--- src/rtl/cfg_reg_bank_if.sv ---
// Config register bus: write and read request/response channels of the
// eth_ctrl AXI-lite decoder side. The decoder drives the master side, the
// register bank sits on the slave side.
interface cfg_reg_bank_if #(
  parameter int REG_ADDR_WIDTH = 32,
  parameter int REG_DATA_WIDTH = 32
);
  logic                        cfg_wr_en;
  logic [REG_ADDR_WIDTH-1:0]   cfg_wr_addr;
  logic [REG_DATA_WIDTH-1:0]   cfg_wr_data;
  logic [REG_DATA_WIDTH/8-1:0] cfg_wr_strb;
  logic                        cfg_wr_ack;
  logic                        cfg_wr_err;
  logic                        cfg_rd_en;
  logic [REG_ADDR_WIDTH-1:0]   cfg_rd_addr;
  logic                        cfg_rd_vld;
  logic [REG_DATA_WIDTH-1:0]   cfg_rd_data;
  logic                        cfg_rd_err;

  modport master (
    output cfg_wr_en, cfg_wr_addr, cfg_wr_data, cfg_wr_strb,
    output cfg_rd_en, cfg_rd_addr,
    input  cfg_wr_ack, cfg_wr_err, cfg_rd_vld, cfg_rd_data, cfg_rd_err
  );

  modport slave (
    input  cfg_wr_en, cfg_wr_addr, cfg_wr_data, cfg_wr_strb,
    input  cfg_rd_en, cfg_rd_addr,
    output cfg_wr_ack, cfg_wr_err, cfg_rd_vld, cfg_rd_data, cfg_rd_err
  );
endinterface

--- src/rtl/cfg_reg_bank.sv ---
// Parametrised config/status register bank. Each word has per-bit
// RW / W1C / RO attributes, byte-strobe writes, hardware-set sticky status
// bits and a one-cycle write ack / read response with address error flag.

// One register word. Attribute masks are elaboration constants, so each bit
// collapses to a plain flop with a small next-state cone.
module cfg_reg_word #(
  parameter int           W    = 32,
  parameter logic [W-1:0] INIT = '0,
  parameter logic [W-1:0] RW   = '1,
  parameter logic [W-1:0] W1C  = '0
) (
  input  logic         s_axi_aclk,
  input  logic         s_axi_aresetn,
  input  logic         wr_hit,
  input  logic [W-1:0] wr_data,
  input  logic [W-1:0] bm,
  input  logic [W-1:0] hw_set,
  output logic [W-1:0] q
);
  // RW wins where both masks are set; bits with neither attribute are constants.
  localparam logic [W-1:0] W1C_EFF = W1C & ~RW;
  localparam logic [W-1:0] RO      = ~(RW | W1C);

  logic [W-1:0] clr;
  logic [W-1:0] rw_nxt;
  logic [W-1:0] nxt;

  // Next value: strobed RW update, W1C clear then hw set (set wins), RO pinned.
  always_comb begin
    clr    = wr_hit ? (wr_data & bm & W1C_EFF) : '0;
    rw_nxt = q;
    if (wr_hit) rw_nxt = (q & ~(RW & bm)) | (wr_data & RW & bm);
    nxt    = (rw_nxt & RW) | (((q & ~clr) | hw_set) & W1C_EFF) | (INIT & RO);
  end

  // Register state, reset to its initial value.
  always_ff @(posedge s_axi_aclk or negedge s_axi_aresetn) begin
    if (!s_axi_aresetn) q <= INIT;
    else                q <= nxt;
  end
endmodule

module cfg_reg_bank #(
  parameter int                                   REG_ADDR_WIDTH = 32,
  parameter int                                   REG_DATA_WIDTH = 32,
  parameter int                                   REG_NUM        = 4,
  parameter logic [REG_ADDR_WIDTH-1:0]            BASE_ADDR      = 'h400,
  parameter logic [REG_NUM*REG_DATA_WIDTH-1:0]    INIT_VALUES    = '0,
  parameter logic [REG_NUM*REG_DATA_WIDTH-1:0]    RW_MASK        = '1,
  parameter logic [REG_NUM*REG_DATA_WIDTH-1:0]    W1C_MASK       = '0
) (
  input  logic                              s_axi_aclk,
  input  logic                              s_axi_aresetn,
  cfg_reg_bank_if.slave                     cfg,
  input  logic [REG_NUM*REG_DATA_WIDTH-1:0] hw_sts_set,
  output logic [REG_NUM*REG_DATA_WIDTH-1:0] cfg_regs,
  output logic [REG_NUM-1:0]                cfg_wr_pulse
);
  localparam int AW     = REG_ADDR_WIDTH;
  localparam int DW     = REG_DATA_WIDTH;
  localparam int STRB_W = DW / 8;
  localparam int IDX_W  = (REG_NUM > 1) ? $clog2(REG_NUM) : 1;
  localparam int STAGES = 1;

  // Offset is taken at full address width, so addresses below the base wrap
  // to a huge word index and fail the range check.
  function automatic logic addr_ok(input logic [AW-1:0] a);
    logic [AW-1:0] off;
    off = a - BASE_ADDR;
    return (a[1:0] == 2'b00) && (a >= BASE_ADDR) && ((off >> 2) < AW'(REG_NUM));
  endfunction

  function automatic logic [IDX_W-1:0] addr_idx(input logic [AW-1:0] a);
    logic [AW-1:0] off;
    off = a - BASE_ADDR;
    return IDX_W'(off >> 2);
  endfunction

  logic [REG_NUM-1:0][DW-1:0] regs;
  logic [REG_NUM-1:0][DW-1:0] hw_arr;
  logic [REG_NUM-1:0]         wr_hit;
  logic [DW-1:0]              bm;
  logic                       wr_ok, rd_ok;
  logic [IDX_W-1:0]           wr_idx, rd_idx;

  logic [STAGES:0]            wr_vld_pipe;
  logic [STAGES:0]            rd_vld_pipe;
  logic                       wr_err_q, rd_err_q;
  logic [DW-1:0]              rd_data_q;

  assign hw_arr   = hw_sts_set;
  assign cfg_regs = regs;

  assign wr_ok  = addr_ok(cfg.cfg_wr_addr);
  assign wr_idx = addr_idx(cfg.cfg_wr_addr);
  assign rd_ok  = addr_ok(cfg.cfg_rd_addr);
  assign rd_idx = addr_idx(cfg.cfg_rd_addr);

  genvar b, r;
  generate
    for (b = 0; b < STRB_W; b++) begin : g_bm
      assign bm[b*8 +: 8] = {8{cfg.cfg_wr_strb[b]}};
    end

    for (r = 0; r < REG_NUM; r++) begin : g_reg
      assign wr_hit[r] = cfg.cfg_wr_en && wr_ok && (wr_idx == IDX_W'(r));

      cfg_reg_word #(
        .W    (DW),
        .INIT (INIT_VALUES[r*DW +: DW]),
        .RW   (RW_MASK[r*DW +: DW]),
        .W1C  (W1C_MASK[r*DW +: DW])
      ) u_word (
        .s_axi_aclk    (s_axi_aclk),
        .s_axi_aresetn (s_axi_aresetn),
        .wr_hit        (wr_hit[r]),
        .wr_data       (cfg.cfg_wr_data),
        .bm            (bm),
        .hw_set        (hw_arr[r]),
        .q             (regs[r])
      );
    end
  endgenerate

  assign wr_vld_pipe[0] = cfg.cfg_wr_en;
  assign rd_vld_pipe[0] = cfg.cfg_rd_en;

  // Write response: ack, error and per-register pulse one cycle after request.
  always_ff @(posedge s_axi_aclk or negedge s_axi_aresetn) begin
    if (!s_axi_aresetn) begin
      wr_vld_pipe[STAGES:1] <= '0;
      wr_err_q              <= 1'b0;
      cfg_wr_pulse          <= '0;
    end else begin
      wr_vld_pipe[STAGES:1] <= wr_vld_pipe[STAGES-1:0];
      wr_err_q              <= cfg.cfg_wr_en && !wr_ok;
      cfg_wr_pulse          <= wr_hit;
    end
  end

  // Read response: data sampled pre-write in the request cycle, held between reads.
  always_ff @(posedge s_axi_aclk or negedge s_axi_aresetn) begin
    if (!s_axi_aresetn) begin
      rd_vld_pipe[STAGES:1] <= '0;
      rd_err_q              <= 1'b0;
      rd_data_q             <= '0;
    end else begin
      rd_vld_pipe[STAGES:1] <= rd_vld_pipe[STAGES-1:0];
      rd_err_q              <= cfg.cfg_rd_en && !rd_ok;
      if (cfg.cfg_rd_en) rd_data_q <= rd_ok ? regs[rd_idx] : '0;
    end
  end

  assign cfg.cfg_wr_ack  = wr_vld_pipe[STAGES];
  assign cfg.cfg_wr_err  = wr_err_q;
  assign cfg.cfg_rd_vld  = rd_vld_pipe[STAGES];
  assign cfg.cfg_rd_err  = rd_err_q;
  assign cfg.cfg_rd_data = rd_data_q;
endmodule

--- src/flat_wrapper.sv ---
// flat-port wrapper written by rule: the top's interface ports become plain ports
module cfg_reg_bank_flat 
#(
  parameter int                                   REG_ADDR_WIDTH = 32,
  parameter int                                   REG_DATA_WIDTH = 32,
  parameter int                                   REG_NUM        = 4,
  parameter logic [REG_ADDR_WIDTH-1:0]            BASE_ADDR      = 'h400,
  parameter logic [REG_NUM*REG_DATA_WIDTH-1:0]    INIT_VALUES    = '0,
  parameter logic [REG_NUM*REG_DATA_WIDTH-1:0]    RW_MASK        = '1,
  parameter logic [REG_NUM*REG_DATA_WIDTH-1:0]    W1C_MASK       = '0
)
  (s_axi_aclk, s_axi_aresetn, hw_sts_set, cfg_regs, cfg_wr_pulse, cfg_cfg_wr_en, cfg_cfg_wr_addr, cfg_cfg_wr_data, cfg_cfg_wr_strb, cfg_cfg_rd_en, cfg_cfg_rd_addr, cfg_cfg_wr_ack, cfg_cfg_wr_err, cfg_cfg_rd_vld, cfg_cfg_rd_data, cfg_cfg_rd_err);
  cfg_reg_bank_if #(.REG_ADDR_WIDTH(REG_ADDR_WIDTH), .REG_DATA_WIDTH(REG_DATA_WIDTH)) cfg_i ();
  input  logic s_axi_aclk;
  input  logic s_axi_aresetn;
  input  logic [REG_NUM*REG_DATA_WIDTH-1:0] hw_sts_set;
  output logic [REG_NUM*REG_DATA_WIDTH-1:0] cfg_regs;
  output logic [REG_NUM-1:0] cfg_wr_pulse;
  input wire logic [$bits(cfg_i.cfg_wr_en)-1:0] cfg_cfg_wr_en;
  input wire logic [$bits(cfg_i.cfg_wr_addr)-1:0] cfg_cfg_wr_addr;
  input wire logic [$bits(cfg_i.cfg_wr_data)-1:0] cfg_cfg_wr_data;
  input wire logic [$bits(cfg_i.cfg_wr_strb)-1:0] cfg_cfg_wr_strb;
  input wire logic [$bits(cfg_i.cfg_rd_en)-1:0] cfg_cfg_rd_en;
  input wire logic [$bits(cfg_i.cfg_rd_addr)-1:0] cfg_cfg_rd_addr;
  output wire logic [$bits(cfg_i.cfg_wr_ack)-1:0] cfg_cfg_wr_ack;
  output wire logic [$bits(cfg_i.cfg_wr_err)-1:0] cfg_cfg_wr_err;
  output wire logic [$bits(cfg_i.cfg_rd_vld)-1:0] cfg_cfg_rd_vld;
  output wire logic [$bits(cfg_i.cfg_rd_data)-1:0] cfg_cfg_rd_data;
  output wire logic [$bits(cfg_i.cfg_rd_err)-1:0] cfg_cfg_rd_err;
  assign cfg_i.cfg_wr_en = cfg_cfg_wr_en;
  assign cfg_i.cfg_wr_addr = cfg_cfg_wr_addr;
  assign cfg_i.cfg_wr_data = cfg_cfg_wr_data;
  assign cfg_i.cfg_wr_strb = cfg_cfg_wr_strb;
  assign cfg_i.cfg_rd_en = cfg_cfg_rd_en;
  assign cfg_i.cfg_rd_addr = cfg_cfg_rd_addr;
  assign cfg_cfg_wr_ack = cfg_i.cfg_wr_ack;
  assign cfg_cfg_wr_err = cfg_i.cfg_wr_err;
  assign cfg_cfg_rd_vld = cfg_i.cfg_rd_vld;
  assign cfg_cfg_rd_data = cfg_i.cfg_rd_data;
  assign cfg_cfg_rd_err = cfg_i.cfg_rd_err;
  cfg_reg_bank #(.REG_ADDR_WIDTH(REG_ADDR_WIDTH), .REG_DATA_WIDTH(REG_DATA_WIDTH), .REG_NUM(REG_NUM), .BASE_ADDR(BASE_ADDR), .INIT_VALUES(INIT_VALUES), .RW_MASK(RW_MASK), .W1C_MASK(W1C_MASK)) u_core (.s_axi_aclk(s_axi_aclk), .s_axi_aresetn(s_axi_aresetn), .cfg(cfg_i), .hw_sts_set(hw_sts_set), .cfg_regs(cfg_regs), .cfg_wr_pulse(cfg_wr_pulse));
endmodule
--- config.mk ---
export PLATFORM = sky130hd
export DESIGN_NAME = cfg_reg_bank_flat
export DESIGN_NICKNAME = d
export VERILOG_FILES = /design/src/rtl/cfg_reg_bank_if.sv /design/src/rtl/cfg_reg_bank.sv /design/src/flat_wrapper.sv
export SDC_FILE = /design/constraint.sdc
export NUM_CORES = 1
export LEC_CHECK = 0
export BUFFER_PORTS_ARGS = -buffer_cell sky130_fd_sc_hd__buf_2
export CORE_MARGIN = 2
export CORE_UTILIZATION = 25
export DETAILED_ROUTE_END_ITERATION = 10
export PLACE_DENSITY = 0.55
export REMOVE_ABC_BUFFERS = 1
export SLEW_MARGIN = 30
export SYNTH_ARGS = -nofsm -noshare
export SYNTH_HDL_FRONTEND = slang
export SYNTH_SLANG_ARGS = --single-unit
--- constraint.sdc ---
create_clock -name s_axi_aclk -period 1.5 [get_ports s_axi_aclk]
set_input_delay 0.3 -clock s_axi_aclk [delete_from_list [all_inputs] [get_ports s_axi_aclk]]
set_output_delay 0.3 -clock s_axi_aclk [all_outputs]
set_load 0.02 [all_outputs]
==> results.txt, run 1 <==
----------------------------------------------------
[Setup path]
  Count of cells along the worst register-to-register path ... 3
  Critical path data arrival time ... 2.40 ns
  Internal reg-to-reg setup slack ... 0.35 ns
  Kind of end point of the critical path ... register
  CP startpoint kind ... input port
  Setup crit start ... cfg_cfg_wr_addr[16]
  Worst R2R End ... u_core.cfg.cfg_rd_data[15]
  Largest fanout on the critical path ... 17
  Critical Setup Path Class ... in -> reg
  WP data required ... 1.81 ns

[Synth]
  Predominant post-synthesis flop cell ... dfrtp_1
  Number of warning messages in the yosys log ... 0
  Proportion of netlist area held by the largest area contributor ... 0.538
  Sequential-to-total area share from yosys stat ... 0.538
  Synth area leaders ... dfrtp_1, mux2_2, mux4_2
  Combined area of all synthesized cells ... 0.00781 mm²
  Most numerous cell types in the synthesized netlist ... dfrtp_1, mux2_2, nand2_1
  Cell type with the highest aggregate area in the netlist ... dfrtp_1
  Count of state elements after synthesis ... 168
  Mapped Cells ... 573
  Avg Inst Size Synth ... 13.6 µm²
  Most repeated cell in the gate-level netlist after synthesis ... dfrtp_1
  Async S/R FF share, synth ... 1.00
  Distinct cells, synth ... 40
  Number of flops mapped to enable cells by yosys ... 0

[Detailed routing]
  Top routing layer used ... met5
  Wire length on met1 ... 10900 µm
  Met3 wire len ... 1440 µm
  Number of design-rule violations left by the first detailed-router iteration ... 190
  Via density per instance ... 4.60
  Drt first pass iters ... 4
  DRC Markers ... 0
  Final Routed Wirelength ... 23600 µm
  Sum of met2 wire segment lengths after detailed routing ... 11000 µm
  Number of antenna-violating nets in the routed design ... 0
  Total via count after detailed routing ... 6049
  Wirelength per Cell ... 18.0 µm

[Power and ir drop]
  P_int ... 7.73 mW
  Share of power burned in the clock network ... 0.482
  Leak pwr ... 5.69 nW
  Relative contribution of combinational cells to total power ... 0.069
  Sw Pwr ... 2.38 mW
  Part of the power in registers ... 0.449
  Post-layout total power ... 10.1 mW
  Net switching fraction of the power ... 0.235
  Total power density per cell area ... 892 mW/mm²
  Worst-case vdd ir drop ... 0.671 mV

[Timing]
  Worst slew margin ... 0.716
  Slack of the critical path ... -0.586 ns
  Slew @ Worst Pin ... 0.426 ns
  Hold violation count in the final report ... 0
  Count of final setup violators ... 133
  Final critical delay including setup and external delays ... 2.09 ns
  Post-route fraction of the period consumed by the critical path ... 1.39
  Summed negative setup slack over all endpoints ... -72.07 ns
  Fmax achieved ... 0.479 GHz
  Final worst clock skew ... 0.0130 ns
  RSZ-0062 raised after global routing ... true
  Max-slew violations ... 0

[Global routing]
  Number of antenna violations at the first check in global routing ... 1
  First-pass GRT wire length ... 37100 µm
  Pin count of the biggest net entering global routing ... 67
  Leftover overflow at the end of global routing ... 0
  Global-route total usage across every layer ... 0.146
  Via count of the first global-routing pass ... 6187

[Cells and area]
  Post-layout net count ... 1137
  Final Non-Filler Cells ... 1315
  Ratio of cells with drive above 1 in the final layout ... 0.620
  Post-layout instance area ... 0.0113 mm²
  Synth-to-Final Area Change ... 45.0%

[Placement]
  Placed cell areas ... 0.0104 mm²
  Global placer's final weighted congestion ... 0.742
  DP HPWL ... 17100 µm
  Worst setup slack after placement ... -1.12 ns
  Cell count after placement ... 1278
  Number of input and output port buffers inserted ... 271

[CTS]
  CTS Root Buffer Type ... clkbuf_16
  H-Tree Depth ... 4
  Number of CTS-inserted buffers ... 17
  Clock latency reported for the late side of the worst-skew pair ... 0.43 ns
  Number of sinks on the clock net ... 168
  CTS Buffer Depth ... 2
  Clock input transition at the sequential cells of the worst setup and hold paths ... 0.07 ns
  TritonCTS clock tree ... done

[Run status]
  Violations in the final reports ... negative setup slack
  Run status ... finished, violations left

[Floorplanning]
  Chip height ... 181 µm
  Initial Utilization ... 0.255
  Number of top-level pins ... 400
  Die Footprint ... 0.0327 mm²
  Die W ... 181 µm
  Core Region ... 0.0307 mm²
  Cell row count ... 64

[Min path]
  Path category of the worst min-delay check ... in -> reg

[Job]
  Number of max-cap violations ... 0

----------------------------------------------------
## power groups by stage
stage,registers (mW),logic [mW],clock network [mW]
floorplan,4.63,0.127,0
finish,4.53,0.696,4.87
detailed placement,4.62,0.670,0
global placement,4.62,0.665,0
global route,4.53,0.771,5.17
CTS,4.53,0.694,5.00
## how the worst min path moves through the flow
stage / startpoint / to / slack [ns] / cells after the start
3_3_place_gp: s_axi_aresetn / u_core.cfg.cfg_rd_data[9] / 0.25 / 1
2_1_floorplan: s_axi_aresetn / async pin / 0.004 / 0
3_5_place_dp: s_axi_aresetn / u_core.cfg.cfg_rd_data[9] / 0.25 / 1
5_1_grt: cfg_cfg_wr_en / u_core.cfg.cfg_wr_ack / 0.03 / 1
6_report: cfg_cfg_wr_en / u_core.cfg.cfg_wr_ack / 0.04 / 1
4_1_cts: cfg_cfg_wr_en / u_core.cfg.cfg_wr_ack / 0.009 / 1
## critical path, cell delays in order
cell and delay, ns:
buf_8 0.10, or4_4 0.55, o32a_4 0.39, buf_12 0.18, nor4_2 0.27, buf_4 0.25
mux2_2 0.35
## stage by stage
step,hold WS [ns],utilization
2_1_floorplan,0.00441,-
5_1_grt,0.0275,0.369
4_1_cts,0.00906,0.364
3_5_place_dp,0.248,0.338
6_report,0.0376,0.369
3_3_place_gp,0.249,0.338
## kinds of logic (layout without fill, tap and decap cells)
kind of cell	count (synthesis)	after routing	synth area share
AND/OR/NAND/NOR	141	141	0.116
flip-flops	168	168	0.538
buffers and inverters	59	404	0.0311
AO/OA/AOI/OAI	45	45	0.0386
other	0	1	0
multiplexers	160	160	0.277
## cell type report
type / instances / area (µm²)
Sequential cell: 168 / 4200
Timing Repair Buffer: 340 / 2210
Inverter: 32 / 120
Fill cell: 3025 / 19300
Clock inverter: 13 / 191
Tap cell: 396 / 495
Multi-Input combinational cell: 346 / 3650
Antenna cell: 1 / 2.50
Clock buffer: 19 / 453
## routing by layer
| metal | GRT usage | vias to the layer above |
|---|---|---|
| met5 | 0 | - |
| met3 | 0.0377 | 16 |
| met1 | 0.198 | 3044 |
| met4 | 0.0387 | 2 |
| li1 | - | 2793 |
| met2 | 0.231 | 194 |
## placed cells by master, fill, tap and decap left out, types with 4 or more instances in the layout
cell and n:
nor4_2 7, dfrtp_1 168, o22ai_1 32, nor2_1 23, clkbuf_16 17, nand2b_1 6
buf_4 40, mux2_2 92, mux2_4 36, mux4_2 32, buf_2 268, nand3_1 11
nor4_4 12, nand3_2 5, nor3_1 6, nand2_1 39, inv_6 4, buf_12 23
nand4_1 4, bufinv_16 4, nor4_1 7, buf_6 7, inv_1 32
## timing repair
item / in CTS / in global routing
pin swaps: 2 / 6
cloned: 2 / 0
setup endpoints to repair: 133 / 165
buffers inserted: 0 / 1
resized for setup: 31 / 35
hold buffers: 1 / 0
endpoints found under the hold margin: 27 / 0
Note: power is estimated with default switching activity, not from simulation.
==> run 2: changes to the inputs <==
--- a/config.mk
+++ b/config.mk
@@ -5,11 +5,12 @@
 export SDC_FILE = /design/constraint.sdc
 export NUM_CORES = 1
 export LEC_CHECK = 0
+export ABC_AREA = 1
 export BUFFER_PORTS_ARGS = -buffer_cell sky130_fd_sc_hd__buf_2
 export CORE_MARGIN = 2
 export CORE_UTILIZATION = 25
 export DETAILED_ROUTE_END_ITERATION = 10
-export PLACE_DENSITY = 0.55
+export PLACE_DENSITY = 0.54
 export REMOVE_ABC_BUFFERS = 1
 export SLEW_MARGIN = 30
 export SYNTH_ARGS = -nofsm -noshare
==> results.txt, run 2 <==
----------------------------------------------------
[Synth]
  Sequential-to-total area share from yosys stat ... 0.488 (-0.0497)
  Number of warning messages in the yosys log ... 0 (unchanged)
  Avg Inst Size Synth ... 7.62 µm² (-44%)
  Proportion of netlist area held by the largest area contributor ... 0.488 (-0.0497)
  Predominant post-synthesis flop cell ... dfrtp_1
  Combined area of all synthesized cells ... 0.00861 mm² (+10%)
  Distinct cells, synth ... 33 (-18%)
  Async S/R FF share, synth ... 1.00 (unchanged)
  Most numerous cell types in the synthesized netlist ... nand2_1, nor2_1, dfrtp_1
  Number of flops mapped to enable cells by yosys ... 0 (unchanged)
  Most repeated cell in the gate-level netlist after synthesis ... nand2_1
  Count of state elements after synthesis ... 168 (unchanged)
  Cell type with the highest aggregate area in the netlist ... dfrtp_1
  Mapped Cells ... 1130 (+97%)
  Synth area leaders ... dfrtp_1, nand2_1, nand3_1

[Power and ir drop]
  Total power density per cell area ... 784 mW/mm² (-12%)
  Leak pwr ... 6.98 nW (+23%)
  Post-layout total power ... 9.92 mW (-1.8%)
  Worst-case vdd ir drop ... 0.747 mV (+11%)

[CTS]
  Clock input transition at the sequential cells of the worst setup and hold paths ... 0.07 ns (about the same)
  CTS Root Buffer Type ... clkbuf_16
  TritonCTS clock tree ... done
  Clock latency reported for the late side of the worst-skew pair ... 0.44 ns (about the same)
  H-Tree Depth ... 4 (unchanged)
  CTS Buffer Depth ... 2 (unchanged)
  Number of sinks on the clock net ... 168 (unchanged)
  Number of CTS-inserted buffers ... 17 (unchanged)

[Detailed routing]
  Number of design-rule violations left by the first detailed-router iteration ... 584 (+210%)
  Drt first pass iters ... 4 (unchanged)
  Final Routed Wirelength ... 35500 µm (+50%)
  Via density per instance ... 4.67 (+1.5%)
  Number of antenna-violating nets in the routed design ... 0 (unchanged)
  DRC Markers ... 0 (unchanged)
  Total via count after detailed routing ... 9018 (+49%)
  Wirelength per Cell ... 18.4 µm (+2.2%)

[Placement]
  Number of input and output port buffers inserted ... 271 (unchanged)
  DP HPWL ... 23000 µm (+35%)
  Global placer's final weighted congestion ... 0.838 (+13%)

[Timing]
  Count of final setup violators ... 165 (+24%)
  Hold violation count in the final report ... 0 (unchanged)
  Post-route fraction of the period consumed by the critical path ... 1.27 (-0.116)
  Worst slew margin ... 0.715 (-0.00114)
  Summed negative setup slack over all endpoints ... -45.94 ns (+26.13 ns)
  Final worst clock skew ... 0.0104 ns (-0.00257 ns)
  RSZ-0062 raised after global routing ... true
  Fmax achieved ... 0.523 GHz (+9.1%)
  Slack of the critical path ... -0.412 ns (+0.174 ns)
  Max-slew violations ... 0 (unchanged)
  Slew @ Worst Pin ... 0.428 ns (+0.00172 ns)
  Final critical delay including setup and external delays ... 1.91 ns (-0.174 ns)

[Run status]
  Violations in the final reports ... negative setup slack
  Run status ... finished, violations left

[Global routing]
  Pin count of the biggest net entering global routing ... 66 (-1.5%)
  Number of antenna violations at the first check in global routing ... 3 (+2)
  Global-route total usage across every layer ... 0.191 (+0.0452)
  First-pass GRT wire length ... 52300 µm (+41%)
  Via count of the first global-routing pass ... 8595 (+39%)
  Leftover overflow at the end of global routing ... 0 (unchanged)

[Floorplanning]
  Core Region ... 0.0337 mm² (+9.9%)
  Cell row count ... 67 (+4.7%)
  Chip height ... 190 µm (+4.9%)
  Die W ... 190 µm (+4.9%)
  Initial Utilization ... 0.255 (+0.000703)
  Die Footprint ... 0.0359 mm² (+10%)
  Number of top-level pins ... 400 (unchanged)

[Setup path]
  Kind of end point of the critical path ... register
  Critical Setup Path Class ... in -> reg
  CP startpoint kind ... input port
  Slowest stage cell on the critical path ... nor2_4
  Stage delay of the slowest cell on the critical path ... 0.18 ns (-0.37 ns)
  WP data required ... 1.88 ns (+0.07 ns)
  Critical path data arrival time ... 2.29 ns (-0.11 ns)
  Cell-by-cell trace of the critical path ... buf_6, nor2_4, nand2_4, nor2_4, nand2_1, nand2_1, nand2_1, nor2_2, nand2_2, nor2_4, nand4_4, buf_4, nor2_4, buf_6, buf_12, nand3_1, nand2_1
  Largest fanout on the critical path ... 7 (-10)

[Cells and area]
  Post-layout net count ... 1701 (+50%)
  Leading cell type in the layout, fill and taps excluded ... nand2_1
  Fillers ... 3521 (+16%)
  Synth-to-Final Area Change ... 47.0%
  Top library cells by usage in the layout, fill and taps aside ... nand2_1, buf_2, dfrtp_1
  Ratio of cells with drive above 1 in the final layout ... 0.383 (-0.237)

[Min path]
  Path category of the worst min-delay check ... in -> reg

[Job]
  Number of max-cap violations ... 0 (unchanged)

----------------------------------------------------
## run 2: cell count changes after synthesis, sizes merged, moves of 31 or more
cell | before | now
nand2 | 39 | 411
nor2 | 23 | 189
nand3 | 17 | 157
mux2 | 128 | 0
o21ai | 3 | 69
mux4 | 32 | 0
o22ai | 32 | 0
a21oi | 1 | 32
## run 2: kinds of logic after synthesis
group,Yosys count,share of synthesized area
DFF,168,0.488
xor gates and xnor gates,3,0.00305
buffers and inverters,84,0.0517
and+or+nand+nor,771,0.395
AOI/OAI and AO/OA,104,0.0615
## run 2: through the flow
step	hold WS [ns]	setup WS, ns	cells	cell area [µm²]	util
3_5_place_dp	0.249	-0.854	1865	11000	0.326
3_3_place_gp	0.254	-0.870	1865	11000	0.326
6_report	0.0557	-0.412	1932	12700	0.375
2_1_floorplan	0.00441	-0.580	1071	8260	-
4_1_cts	0.0405	-0.332	1917	12000	0.357
5_1_grt	0.0352	-0.518	1932	12700	0.375
## run 2: routing by layer
layer | share of wire | vias up | GRT usage
met1 | 0.45 | 4362 | 0.258
li1 | - | 4317 | -
met4 | 0.016 | 2 | 0.0492
met3 | 0.057 | 33 | 0.0363
met5 | 0.00037 | - | 0
met2 | 0.48 | 304 | 0.316
## run 2: layout make-up
| class | count | area [µm²] | share of cell area |
|---|---|---|---|
| Clock inverter | 13 | 119 | 0.00939 |
| Antenna cell | 2 | 5.00 | 0.000396 |
| Tap cell | 448 | 561 | 0.0443 |
| Multi-Input combinational cell | 879 | 4430 | 0.350 |
| Clock buffer | 19 | 443 | 0.0350 |
| Sequential cell | 168 | 4200 | 0.332 |
| Inverter | 25 | 93.8 | 0.00742 |
| Timing Repair Buffer | 378 | 2800 | 0.221 |
## run 2: path summary, 6_finish.rpt
| kind | startpoint | to | slack, ns | cells past startpoint |
|---|---|---|---|---|
| hold / removal | cfg_cfg_wr_en | u_core.cfg.cfg_wr_ack | 0.06 | 1 |
| max in group asynchronous | s_axi_aresetn | async pin | 0.57 | 3 |
| setup / recovery | cfg_cfg_wr_addr[12] | register | -0.41 | 17 |
| hold reg to reg | u_core.cfg.cfg_rd_data[26] | u_core.cfg.cfg_rd_data[26] | 0.47 | 2 |
| min in group asynchronous | s_axi_aresetn | u_core.cfg.cfg_rd_data[15] | 0.34 | 2 |
| setup reg to reg | register | u_core.cfg.cfg_rd_data[30] | 0.34 | 6 |
## run 2: worst max-delay path: cells and delay by family
family | cells | cell delay, ns
buffers and inverters | 4 | 0.56
AND/OR/NAND/NOR | 13 | 1.40
## run 2: repair_timing
| item | CTS | global route |
|---|---|---|
| cloned | 6 | 6 |
| hold buffers | 2 | 0 |
| endpoints found under the setup margin | 165 | 166 |
| pin swaps | 10 | 32 |
| resized for setup | 57 | 129 |
| hold endpoints to repair | 30 | 0 |
| buffers inserted | 12 | 9 |
## run 2: power breakdown
group	internal, mW	leakage [nW]	switching, mW
logic	0.366	4.38	0.651
clock network	2.35	0.267	2.02
registers	4.53	2.34	0.00114
total	7.25	6.98	2.68
==> run 3: changes to the inputs <==
--- a/config.mk
+++ b/config.mk
@@ -9,7 +9,9 @@
 export BUFFER_PORTS_ARGS = -buffer_cell sky130_fd_sc_hd__buf_2
 export CORE_MARGIN = 2
 export CORE_UTILIZATION = 25
+export CTS_BUF_LIST = sky130_fd_sc_hd__clkbuf_2
 export DETAILED_ROUTE_END_ITERATION = 10
+export HOLD_SLACK_MARGIN = 0.1
 export PLACE_DENSITY = 0.54
 export REMOVE_ABC_BUFFERS = 1
 export SLEW_MARGIN = 30
==> results.txt, run 3 (same netlist as run 2, synthesis figures left out) <==
----------------------------------------------------
[Power and ir drop]
  Worst-case vdd ir drop ... 0.383 mV (-49%)
  Total power density per cell area ... 561 mW/mm² (-28%)
  Leak pwr ... 7.58 nW (+8.5%)

[Global routing]
  Global-route total usage across every layer ... 0.200 (+0.00862)
  Via count of the first global-routing pass ... 9614 (+12%)
  Pin count of the biggest net entering global routing ... 66 (unchanged)
  GR met3 Demand/Resource ... 0.0398 (+0.00350)
  Number of antenna violations at the first check in global routing ... 2 (-1)
  Met2 Track Usage GR ... 0.337 (+0.0214)
  Layer carrying the most global-route usage ... met2
  Global routing usage on met1 ... 0.261 (+0.00378)
  Leftover overflow at the end of global routing ... 0 (unchanged)
  First-pass GRT wire length ... 55300 µm (+5.7%)

[Setup path]
  CP startpoint kind ... register
  WP data required ... 1.20 ns (-0.68 ns)
  Crit path max-delay family ... flip-flops
  Cell-by-cell trace of the critical path ... buf_6
  Kind of end point of the critical path ... output pin
  Count of cells along the worst register-to-register path ... 6 (unchanged)
  Internal reg-to-reg setup slack ... 0.25 ns (-0.09 ns)
  Largest fanout on the critical path ... 3 (-4)
  Worst R2R End ... u_core.cfg.cfg_rd_data[30]
  Critical Setup Path Class ... reg -> out
  Number of buffers and inverters on the critical path ... 1 (-3)
  Stage delay of the slowest cell on the critical path ... 0.51 ns (+0.33 ns)
  Slowest stage cell on the critical path ... dfrtp_1
  Critical path data arrival time ... 1.46 ns (-0.83 ns)

[CTS]
  TritonCTS clock tree ... done
  CTS Root Buffer Type ... clkbuf_2
  Clock input transition at the sequential cells of the worst setup and hold paths ... 0.30 ns (+0.23 ns)
  H-Tree Depth ... 4 (unchanged)
  Number of CTS-inserted buffers ... 17 (unchanged)
  CTS Buffer Depth ... 2 (unchanged)
  Number of sinks on the clock net ... 168 (unchanged)
  Clock latency reported for the late side of the worst-skew pair ... 0.80 ns (+0.36 ns)

[Timing]
  Count of final setup violators ... 235 (+42%)
  Max-slew violations ... 0 (unchanged)
  Slew @ Worst Pin ... 0.517 ns (+0.0896 ns)
  Summed negative setup slack over all endpoints ... -32.77 ns (+13.18 ns)
  Slack of the critical path ... -0.265 ns (+0.147 ns)
  Final worst clock skew ... 0.0507 ns (+0.0404 ns)
  RSZ-0062 raised after global routing ... true
  Worst slew margin ... 0.655 (-0.0597)
  Final critical delay including setup and external delays ... 1.76 ns (-0.147 ns)
  Fin Hold WS ... 0.276 ns (+0.221 ns)
  Post-route fraction of the period consumed by the critical path ... 1.18 (-0.0983)
  Hold violation count in the final report ... 0 (unchanged)
  Fmax achieved ... 0.567 GHz (+8.4%)

[Min path]
  Path category of the worst min-delay check ... in -> reg
  Worst Hold Depth ... 4 (+3)
  Startpoint of the tightest hold check path ... cfg_cfg_wr_data[13]

[Floorplanning]
  Cell row count ... 67 (unchanged)
  Number of top-level pins ... 400 (unchanged)
  Initial Utilization ... 0.255 (unchanged)
  Die Footprint ... 0.0359 mm² (unchanged)
  Chip height ... 190 µm (unchanged)
  Die W ... 190 µm (unchanged)
  Core Region ... 0.0337 mm² (unchanged)

[Detailed routing]
  Final Routed Wirelength ... 37200 µm (+4.8%)
  Total via count after detailed routing ... 9835 (+9.1%)
  DRC Markers ... 0 (unchanged)
  Drt first pass iters ... 5 (+1)
  Via density per instance ... 4.64 (-0.52%)
  Wirelength per Cell ... 17.6 µm (-4.4%)
  Number of antenna-violating nets in the routed design ... 0 (unchanged)
  Number of design-rule violations left by the first detailed-router iteration ... 578 (-1.0%)

[Placement]
  Number of input and output port buffers inserted ... 271 (unchanged)
  Global placer's final weighted congestion ... 0.838 (unchanged)
  DP HPWL ... 23000 µm (unchanged)

[Cells and area]
  Leading cell type in the layout, fill and taps excluded ... nand2_1
  Top library cells by usage in the layout, fill and taps aside ... nand2_1, buf_4, buf_6
  Synth-to-Final Area Change ... 68.1%
  Multi-input combinational cell area ... 0.00420 mm² (-5.2%)
  Fin util ... 0.429 (+0.0539)
  Ratio of cells with drive above 1 in the final layout ... 0.374 (-0.00909)
  Total area of sequential cells ... 0.00421 mm² (about the same)
  Post-layout net count ... 1887 (+11%)
  Fillers ... 3374 (-4.2%)

[Run status]
  Run status ... finished, violations left
  Violations in the final reports ... negative setup slack

[Job]
  Number of max-cap violations ... 0 (unchanged)

----------------------------------------------------
## run 3: per-layer routing
layer / vias to the layer above / wire, µm
li1: 4687 / -
met1: 4709 / 15900
met2: 394 / 18200
met3: 45 / 2440
met4: 0 / 672
met5: - / 0
## run 3: how the worst max path moves through the flow
| stage | start | to | slack, ns | cells past startpoint |
|---|---|---|---|---|
| finish | register | cfg_regs[84] | -0.26 | 1 |
| global route | register | cfg_regs[1] | -0.39 | 1 |
| CTS | register | cfg_regs[84] | -0.37 | 1 |
| detailed placement | cfg_cfg_wr_addr[11] | register | -0.85 | 16 |
| global placement | cfg_cfg_wr_addr[11] | register | -0.87 | 14 |
| floorplan | cfg_cfg_rd_addr[10] | u_core.cfg.cfg_rd_data[0] | -0.58 | 12 |
## run 3: per-stage QoR
| step | power (mW) | std cells | setup WS [ns] | cell area (µm²) |
|---|---|---|---|---|
| final | 8.12 | 2118 | -0.265 | 14500 |
| after global routing | 8.51 | 2118 | -0.389 | 14500 |
| after CTS | 8.18 | 2080 | -0.374 | 13800 |
| after detailed placement | 5.57 | 1865 | -0.854 | 11000 |
| after global placement | 5.57 | 1865 | -0.870 | 11000 |
| after floorplan | 4.90 | 1071 | -0.580 | 8260 |
## run 3: where the power goes
group / total [mW] / internal (mW) / switching (mW) / leakage [nW]
combinational: 1.15 / 0.477 / 0.672 / 5.12
clock: 2.42 / 0.615 / 1.80 / 0.125
sequential: 4.55 / 4.55 / 0.00264 / 2.34
total: 8.12 / 5.64 / 2.48 / 7.58
## run 3: area by class of cell
cell class	instances	area share
clock buffer	18	0.00623
inverter	25	0.00649
tap	448	0.0387
clock inverter	14	0.00847
timing repair buffer	564	0.359
antenna	2	0.000346
sequential	168	0.291
multi-input combinational	879	0.290
## run 3: timing repair
| action | 4_1_cts | 5_1_grt |
|---|---|---|
| gates resized for setup | 336 | 76 |
| setup endpoints to repair | 168 | 277 |
| hold buffers | 70 | 1 |
| pin swaps | 0 | 39 |
| endpoints found under the hold margin | 336 | 1 |
| buffers inserted | 113 | 32 |
| gates cloned | 0 | 5 |
